## src/rtl/alu32_issuer.sv

```systemverilog
// Request/response front-end for the registered 32-bit ALU: issues operands, waits out the
// ALU latency, then returns the captured result. Optional ALU_ISSUE_OPCHECK_EN rejects opcodes > MAX_OP.
module alu32_issuer #(
  parameter int unsigned LATENCY = 1,
  parameter int unsigned CNT_W   = 16,
  parameter int unsigned MAX_OP  = 3
) (
  input  logic             clk,
  input  logic             rst_n,
  input  logic             req_valid,
  output logic             req_ready,
  input  logic [31:0]      req_a,
  input  logic [31:0]      req_b,
  input  logic [3:0]       req_op,
  output logic             rsp_valid,
  input  logic             rsp_ready,
  output logic [31:0]      rsp_data,
  output logic             rsp_err,
  output logic [31:0]      alu_a,
  output logic [31:0]      alu_b,
  output logic [3:0]       alu_sel,
  input  logic [31:0]      alu_out,
  output logic             busy,
  output logic [CNT_W-1:0] op_count
);

  if (LATENCY < 1 || LATENCY > 15) begin : g_bad_latency
    $error("alu32_issuer: LATENCY must be in 1..15");
  end
  if (MAX_OP > 15) begin : g_bad_max_op
    $error("alu32_issuer: MAX_OP must fit the 4-bit opcode");
  end
  if (CNT_W < 1) begin : g_bad_cnt_w
    $error("alu32_issuer: CNT_W must be at least 1");
  end

  typedef enum logic [1:0] {
    StIdle,
    StWait,
    StResp
  } state_e;

  localparam logic [3:0] WaitLoad = 4'(LATENCY);

  state_e           state_q, state_d;
  logic [3:0]       wait_q, wait_d;
  logic [31:0]      alu_a_q, alu_a_d;
  logic [31:0]      alu_b_q, alu_b_d;
  logic [3:0]       alu_sel_q, alu_sel_d;
  logic [31:0]      rsp_data_q, rsp_data_d;
  logic [CNT_W-1:0] count_q, count_d;
  logic             illegal_op;

`ifdef ALU_ISSUE_OPCHECK_EN
  localparam logic [3:0] MaxOpSel = 4'(MAX_OP);

  logic rsp_err_q, rsp_err_d;

  assign illegal_op = (req_op > MaxOpSel);
  assign rsp_err    = rsp_err_q;
`else
  assign illegal_op = 1'b0;
  assign rsp_err    = 1'b0;
`endif

  always_comb begin
    state_d    = state_q;
    wait_d     = wait_q;
    alu_a_d    = alu_a_q;
    alu_b_d    = alu_b_q;
    alu_sel_d  = alu_sel_q;
    rsp_data_d = rsp_data_q;
    count_d    = count_q;
`ifdef ALU_ISSUE_OPCHECK_EN
    rsp_err_d  = rsp_err_q;
`endif

    unique case (state_q)
      StIdle: begin
        if (req_valid) begin
          if (illegal_op) begin
            // Rejected opcodes never reach the ALU; answer immediately with an error.
            rsp_data_d = '0;
            state_d    = StResp;
`ifdef ALU_ISSUE_OPCHECK_EN
            rsp_err_d  = 1'b1;
`endif
          end else begin
            alu_a_d   = req_a;
            alu_b_d   = req_b;
            alu_sel_d = req_op;
            wait_d    = WaitLoad;
            state_d   = StWait;
`ifdef ALU_ISSUE_OPCHECK_EN
            rsp_err_d = 1'b0;
`endif
          end
        end
      end
      StWait: begin
        if (wait_q == 4'd0) begin
          rsp_data_d = alu_out;
          state_d    = StResp;
        end else begin
          wait_d = wait_q - 4'd1;
        end
      end
      StResp: begin
        if (rsp_ready) begin
          state_d = StIdle;
          if (!(&count_q)) begin
            count_d = count_q + CNT_W'(1);
          end
        end
      end
      default: state_d = StIdle;
    endcase
  end

  always_ff @(posedge clk or negedge rst_n) begin
    if (!rst_n) begin
      state_q    <= StIdle;
      wait_q     <= 4'd0;
      alu_a_q    <= '0;
      alu_b_q    <= '0;
      alu_sel_q  <= '0;
      rsp_data_q <= '0;
      count_q    <= '0;
    end else begin
      state_q    <= state_d;
      wait_q     <= wait_d;
      alu_a_q    <= alu_a_d;
      alu_b_q    <= alu_b_d;
      alu_sel_q  <= alu_sel_d;
      rsp_data_q <= rsp_data_d;
      count_q    <= count_d;
    end
  end

`ifdef ALU_ISSUE_OPCHECK_EN
  always_ff @(posedge clk or negedge rst_n) begin
    if (!rst_n) begin
      rsp_err_q <= 1'b0;
    end else begin
      rsp_err_q <= rsp_err_d;
    end
  end
`endif

  assign req_ready = (state_q == StIdle);
  assign rsp_valid = (state_q == StResp);
  assign busy      = (state_q != StIdle);
  assign alu_a     = alu_a_q;
  assign alu_b     = alu_b_q;
  assign alu_sel   = alu_sel_q;
  assign rsp_data  = rsp_data_q;
  assign op_count  = count_q;

endmodule
```

## config.mk

```make
export PLATFORM = sky130hd
export DESIGN_NAME = alu32_issuer
export DESIGN_NICKNAME = d
export VERILOG_FILES = /design/src/rtl/alu32_issuer.sv
export SDC_FILE = /design/constraint.sdc
export NUM_CORES = 1
export LEC_CHECK = 0
export CORE_MARGIN = 2
export CORE_UTILIZATION = 40
export DETAILED_ROUTE_END_ITERATION = 16
export PLACE_DENSITY = 0.77
export SLEW_MARGIN = 0
export SYNTH_ARGS = -nofsm -noshare
export SYNTH_HDL_FRONTEND = slang
export SYNTH_SLANG_ARGS = --single-unit
```

## constraint.sdc

```tcl
create_clock -name clk -period 2.6 [get_ports clk]
set_input_delay 0.52 -clock clk [delete_from_list [all_inputs] [get_ports clk]]
set_output_delay 0.52 -clock clk [all_outputs]
set_load 0.01 [all_outputs]
```

=== Word level (Yosys, flattened, before mapping) ===
Index checks and enable logic that the tools add are counted.

* Logic and storage cells: 33
* Register bits after elaboration: 122
* Output and inout bits: 120

* Multiplexer cells: 7
* Bitwise gates (word level): 1
* Add/subtract/negate cells: 2
* Eq/ne operators: 6
* Reductions and logical operators: 10

{| class="wikitable"
|+ Operators with widths
! kind !! number
|-
| 16-bit by 1-bit adder with 16-bit output, second input constant || 1
|-
| 16-bit AND reduction || 1
|-
| 3-bit AND reduction || 3
|-
| 4-bit two-way mux || 2
|-
| 4-bit one-hot mux with 2 select lines || 1
|-
| 2-bit two-way mux || 3
|-
| 2-bit != test, second input constant || 3
|-
| 2-bit one-hot mux with 3 select lines || 1
|-
| 4-bit zero test || 1
|-
| 2-bit AND reduction || 2
|-
| 2-bit nonzero test || 2
|-
| 4-bit by 1-bit subtractor with 4-bit output, second input constant || 1
|-
| 2-bit by 1-bit == test with 1-bit output, second input constant || 1
|-
| 2-bit == test, second input constant || 1
|-
| 2-bit zero test || 1
|-
| 2-bit by 1-bit != test with 1-bit output, second input constant || 1
|-
| 1-bit inverter || 1
|}

=== Longest topological paths before layout ===
Gate-level depths: netlist (run 1).

* Depth in word-level cells: 3
* Depth in mapped cells: 7
* Gate-level depth less buffers: 6

=== Worst setup path before layout (run 1) ===
Ideal clock, no wire load.

* Path type: register to register
* From: register wait_q[0]
* To: register rsp_data_q[10], in the netlist rsp_data[10]
* Required time: 2.475 ns
* Arrival time: 1.860 ns
* Period minus slack after synthesis: 1.986 ns
* Buffers on the path: 2
* Stages on the path, launching flop included: 8
* Path slack: 0.614 ns
* Cell sequence: dfrtp_1 > inv_1 > ha_1 > or3b_4 > or3_1 > buf_6 > buf_12 > mux2_4

* Longest elaborated chain between the ends: 2

{| class="wikitable"
|+ RTL lines
! what !! line !! text
|-
| start, declared || 46 || <nowiki>logic [3:0] wait_q, wait_d;</nowiki>
|-
| start signal, assigned || 131 || <nowiki>wait_q <= wait_d;</nowiki>
|-
| 4-bit zero test || 101 || <nowiki>if (wait_q == 4'd0) begin</nowiki>
|-
| 2-bit AND reduction (no source line) || n/a ||
|-
| end signal, assigned || 135 || <nowiki>rsp_data_q <= rsp_data_d;</nowiki>
|-
| end, declared || 50 || <nowiki>logic [31:0] rsp_data_q, rsp_data_d;</nowiki>
|}

No other way between the ends.
A chain may end at the register's enable or synchronous reset.

=== Worst setup path in the final report (run 1) ===
* From: register wait_q[0]
* To: register rsp_data_q[8], in the netlist rsp_data[8]

The elaborated chain is that of the path after synthesis.

==> flow_metrics.tcl, run 1 <==
set metrics [dict create \
    cp_num_buf_inv 2 \
    initial_cell_density_of_the_core_pct 41.2 \
    number_of_buffers_created_by_cts 17 \
    yosys.cell_types.count 36 \
    timing.critical_path.max_delay_family "simple AND/OR/NAND/NOR gates" \
    top_layer "met4" \
    finish.utilization_pct 66.3 \
    max_frequency_mhz 429 \
    die_x_um 115 \
    post_synth_fa_ha_maj_area_fraction_pct 0.755 \
    clock_skew_ns 0.00553 \
    timing_worst_slew_pin_value_ns 0.729 \
    yosysWarnings 0 \
    cp_data_arrival_time_ns 2.61 \
    outcome "finished, final reports clean" \
    antenna_left 0 \
    avgSynthCellArea_um2 15.4 \
    root_buffer "sky130_fd_sc_hd__clkbuf_16" \
    rows 40 \
    edff_count_synth 0 \
    post_synth_xor_area_fraction_pct 2.64 \
    post_cts_resized 0 \
    worstPathCellList "inv_1, ha_1, or3b_4, or3_2, buf_4, mux2_4" \
    wire_length_of_the_first_global_routing_pass_um 19200 \
    m1_wl_um 5100 \
    dp.final_hpwl_um 9290 \
    avgViaCountPerCell 4.81 \
    worst_ir_drop_vdd_mv 0.574 \
    min_period_over_period_pct 89.6 \
    muxShareOfSynthArea_pct 25.3 \
    total_die_area_mm2 0.0133 \
    starting_drt_drc_count 153 \
    post_cts_setup_buffers 0 \
    clk_pin_slew_ns 0.05 \
    core_region_area_mm2 0.0121 \
    routed_wirelength_um 12600 \
    grt_setup_unrepaired "no" \
    grt_remaining_overflow 0 \
    max_slew_violation_count 0 \
    port_buffers 222 \
    worst_setup_path_start_kind "register" \
    synth_simple_gate_area_share_pct 6.34 \
    timing.setup.tns_ns 0 \
    global_route.usage.total_pct 18.8 \
    whs_ns 0.177 \
    worst_setup_path_end_kind "register" \
    detailroute.wirelength.met2_um 6430 \
    timing.hold.worst.class "primary input to asynchronous set/reset pin" \
    tritoncts "yes" \
    drive_above_1_share_pct 25.7 \
    ys_seq_area_share_pct 61.4 \
    mostFrequentLayoutCell "sky130_fd_sc_hd__clkdlybuf4s50_1" \
    clock_tree.buffer_depth 2 \
    insertedDiodeCount 0 \
    ys.flop_type "sky130_fd_sc_hd__dfrtp_1" \
    async_reset_ff_share_pct 100 \
    mappedNetlistArea_mm2 0.00497 \
    insertion_delay_ns 0.40 \
    p_leak_uw 0.00346 \
    layout_min_cycle_time_ns 2.33 \
    n_fill_cell 892 \
    max_cap_violations 0 \
    maximum_number_of_pins_on_one_net_before_global_route_repair 56 \
    criticalPathCategory "register to register" \
    die_height_um 115 \
    htree_num_levels 4 \
    power.density_mw_per_mm2 1240 \
    cts.sink_count 122 \
    grt_antenna_before_repair 0 \
    multi_input_comb_area_mm2 0.00178 \
    nets 665 \
    drcViolationCount 0 \
    wire_per_inst_um 17.0 \
    synthesis.instances 322 \
    globalplace.congestion 0.745 \
    crit_slowest_cell "sky130_fd_sc_hd__or3_2" \
    required_ns 2.88 \
    ff_latch_area_mm2 0.00305 \
    syn-num-nets 429 \
    slew-limit-headroom_pct 51.4 \
    crit_path_max_cell_delay_ns 0.43 \
    hold_viol_final 0 \
    post_synthesis_compound_gate_area_fraction_pct 0.679 \
    worst-path-max-fanout 32 \
    routed-via-count 3554 \
    report.final.setup_viol 0 \
    largest_family_of_logic_cells_by_synthesized_area "multiplexers" \
    holdBufCountCts 0 \
    yosys_register_bits 122 \
    grt_pass1_vias 3725 \
    met3WireLength_um 793 \
    area_growth_syn_to_layout_pct 60.8 \
    commonest_cells_after_routing_fill_and_taps_aside "221 x sky130_fd_sc_hd__clkdlybuf4s50_1, 122 x sky130_fd_sc_hd__dfrtp_1, 73 x sky130_fd_sc_hd__mux2_2" \
    design.portCount 224 \
    firstDrtPassIters 4 \
]
[flip-flops by register name, indices dropped and copies added (netlist names)]
| signal | flops |
|---|---|
| alu_a | 32 |
| alu_b | 32 |
| alu_sel | 4 |
| op_count | 16 |
| rsp_data | 32 |
| state_q | 2 |
| wait_q | 4 |
[area by class of cell]
type	instances	area share (%)
repair buffers	230	29.0
clock buffers	26	6.62
flip-flops and latches	122	38.2
well taps	168	2.63
clock inverters	6	1.03
multi-input cells	181	22.3
inverters	6	0.282
[report_power, final]
group / leakage (uW) / switching (uW) / internal, uW
sequential: 0.00147 / 497 / 2780
clock: 0.000302 / 790 / 1590
combinational: 0.00169 / 1500 / 2720
[layer usage]
metal / vias up / track usage [%]
met5: - / 0
met4: 0 / 7.95
met3: 25 / 5.65
met2: 155 / 32.3
met1: 1767 / 22.0
li1: 1607 / -
[metrics by stage]
stage	power [uW]	worst slack, ns	area, um^2	instances
2_1_floorplan	5310	0.614	4970	322
3_3_place_gp	7420	0.370	7390	707
3_5_place_dp	7580	0.293	7390	707
4_1_cts	10000	0.280	8000	739
5_1_grt	10400	0.192	8000	739
6_report	9880	0.272	8000	739
[worst paths after layout]
kind,end,slack [ns],cells after the start,startpoint
max,rsp_data[8],0.27,6,wait_q[0]
min,rsp_data[13],0.18,1,rst_n
max reg2reg,rsp_data[8],0.27,6,wait_q[0]
min reg2reg,op_count[9],0.50,1,op_count[9]
max in group asynchronous,alu_b[1],1.70,2,rst_n
min in group clk,op_count[9],0.50,1,op_count[9]
[cell families after synthesis]
family,after synthesis
other,1
multiplexers,102
AND/OR/NAND/NOR,54
AO/OA/AOI/OAI,6
flip-flops,122
buffers and inverters,19
adder cells (fa/ha/maj),3
XOR/XNOR,15
[cell usage after synthesis (2+ instances only)]
cell / count / area (um^2)
sky130_fd_sc_hd__xnor2_1: 3 / 26.3
sky130_fd_sc_hd__xor2_1: 12 / 105
sky130_fd_sc_hd__nand4_1: 5 / 31.3
sky130_fd_sc_hd__nor2b_1: 2 / 12.5
sky130_fd_sc_hd__mux2_4: 29 / 435
sky130_fd_sc_hd__nor4b_1: 2 / 17.5
sky130_fd_sc_hd__buf_12: 3 / 60.1
sky130_fd_sc_hd__nand3_1: 8 / 40.0
sky130_fd_sc_hd__inv_1: 6 / 22.5
sky130_fd_sc_hd__buf_2: 7 / 35.0
sky130_fd_sc_hd__ha_1: 3 / 37.5
sky130_fd_sc_hd__nor3_1: 4 / 20.0
sky130_fd_sc_hd__dfrtp_1: 122 / 3050
sky130_fd_sc_hd__a21oi_1: 4 / 20.0
sky130_fd_sc_hd__nor2_1: 10 / 37.5
sky130_fd_sc_hd__nor4_1: 4 / 25.0
sky130_fd_sc_hd__mux2_2: 73 / 822
sky130_fd_sc_hd__nand2_1: 6 / 22.5
sky130_fd_sc_hd__and4_1: 2 / 17.5
Power figures use the tool's default switching activity.
==> run 2: changes to the inputs <==
--- a/config.mk
+++ b/config.mk
@@ -8,7 +8,9 @@
 export CORE_MARGIN = 2
 export CORE_UTILIZATION = 40
 export DETAILED_ROUTE_END_ITERATION = 16
+export GPL_TIMING_DRIVEN = 0
 export PLACE_DENSITY = 0.77
+export RECOVER_POWER = 25
 export SLEW_MARGIN = 0
 export SYNTH_ARGS = -nofsm -noshare
 export SYNTH_HDL_FRONTEND = slang
==> run 2 against run 1 <==
Net effect: sequential power hardly changed; via count is 0.96% lower; global-route usage is 0.35 points higher; highest routed layer unchanged; cell area hardly changed; critical endpoint is now rsp_valid.
==> flow_metrics.tcl, run 2 (same netlist as run 1, synthesis figures left out) <==
set metrics [dict create \
    rows 40 \
    worst_setup_path_end_kind "output pin" \
    starting_drt_drc_count 163 \
    drive_above_1_share_pct 25.6 \
    root_buffer "sky130_fd_sc_hd__clkbuf_16" \
    clock_tree.buffer_depth 2 \
    total_die_area_mm2 0.0133 \
    wire_per_inst_um 17.0 \
    insertion_delay_ns 0.41 \
    mostFrequentLayoutCell "sky130_fd_sc_hd__clkdlybuf4s50_1" \
    insertedDiodeCount 0 \
    antenna_left 0 \
    worst_setup_path_start_kind "register" \
    pre_cts_slack_ns 0.0706 \
    nets 671 \
    die_x_um 115 \
    cp_data_arrival_time_ns 1.69 \
    hold_viol_final 0 \
    global_route.usage.total_pct 19.2 \
    post_cts_setup_buffers 0 \
    maximum_number_of_pins_on_one_net_before_global_route_repair 74 \
    slew-limit-headroom_pct 13.3 \
    grt_pass1_vias 3744 \
    holdBufCountCts 0 \
    area_growth_syn_to_layout_pct 60.9 \
    power_consumption_uw 9840 \
    outcome "finished, final reports clean" \
    report.final.setup_viol 0 \
    max_cap_violations 0 \
    required_ns 2.08 \
    worst-path-max-fanout 8 \
    htree_num_levels 4 \
    die_height_um 115 \
    core_region_area_mm2 0.0121 \
    tritoncts "yes" \
    grt_setup_unrepaired "no" \
    finalInstanceArea_mm2 0.00800 \
    worst_ir_drop_vdd_mv 0.638 \
    grt_antenna_before_repair 0 \
    timing_worst_slew_pin_value_ns 1.30 \
    timing.setup.tns_ns 0 \
    final.setup.worst_slack_ns 0.390 \
    number_of_buffers_created_by_cts 17 \
    cts.sink_count 122 \
    routed-via-count 3520 \
    criticalPathCategory "register to output pin" \
    initial_cell_density_of_the_core_pct 41.2 \
    timing.hold.worst.class "primary input to asynchronous set/reset pin" \
    avgViaCountPerCell 4.72 \
    wire_length_of_the_first_global_routing_pass_um 19300 \
    drcViolationCount 0 \
    max_frequency_mhz 453 \
    clk_pin_slew_ns 0.05 \
    clock_skew_ns 0.00843 \
    port_buffers 222 \
    firstDrtPassIters 4 \
    commonest_cells_after_routing_fill_and_taps_aside "221 x sky130_fd_sc_hd__clkdlybuf4s50_1, 122 x sky130_fd_sc_hd__dfrtp_1, 73 x sky130_fd_sc_hd__mux2_2" \
    grt_remaining_overflow 0 \
    min_period_over_period_pct 85.0 \
    dpl_cell_area_mm2 0.00743 \
    dp.final_hpwl_um 9310 \
    routed_wirelength_um 12700 \
    post_cts_resized 0 \
    layout_min_cycle_time_ns 2.21 \
    globalplace.congestion 0.760 \
    design.portCount 224 \
    p_leak_uw 0.00348 \
    power.density_mw_per_mm2 1230 \
    max_slew_violation_count 0 \
]
[run 2: cell types whose count changed in the layout (fill, tap and decap cells not counted), sizes merged]
cell / previous run / this run
buf: 9 / 13
clkinv: 3 / 5
[run 2: cell type report]
cell class	instances	area [um^2]
well taps	168	210
multi-input cells	181	1780
repair buffers	223	2240
plain buffers	13	118
clock inverters	8	92.6
fillers	910	4060
flip-flops and latches	122	3050
inverters	6	22.5
clock buffers	24	482
[run 2: final timing paths]
path	start	end	slack, ns	depth (start not counted)
hold / removal	rst_n	rsp_data[13]	0.38	1
setup / recovery	state_q[1]	rsp_valid	0.39	2
setup reg to reg	state_q[1]	alu_a[17]	0.44	5
hold reg to reg	alu_sel[3]	alu_sel[3]	0.50	1
min in group clk	alu_sel[3]	alu_sel[3]	0.50	1
max in group asynchronous	rst_n	alu_b[31]	1.26	2
[run 2: layer usage]
layer,part of all wire [%],GRT usage [%]
met2,51,32.9
met3,8.2,7.06
met4,2.0,8.51
met1,38,21.4
met5,0,0
[run 2: metrics by stage]
stage	std cells	hold WS, ns	util, %
after detailed placement	713	0.485	61.6
after global placement	712	0.481	61.4
after floorplan	322	0.224	-
final	745	0.378	66.3
after CTS	745	0.0474	66.4
after global routing	745	0.480	66.3
[run 2: report_power, final]
part	switching [uW]	internal (uW)	leakage (uW)
registers	487	2780	0.00147
clock network	797	1480	0.000284
logic	1540	2750	0.00173
[run 2: worst max-delay path, cell delays in order, from the launching register on]
cell and delay [ns]:
sky130_fd_sc_hd__dfrtp_1 0.45, sky130_fd_sc_hd__nor2b_1 0.24, sky130_fd_sc_hd__clkdlybuf4s50_1 0.60
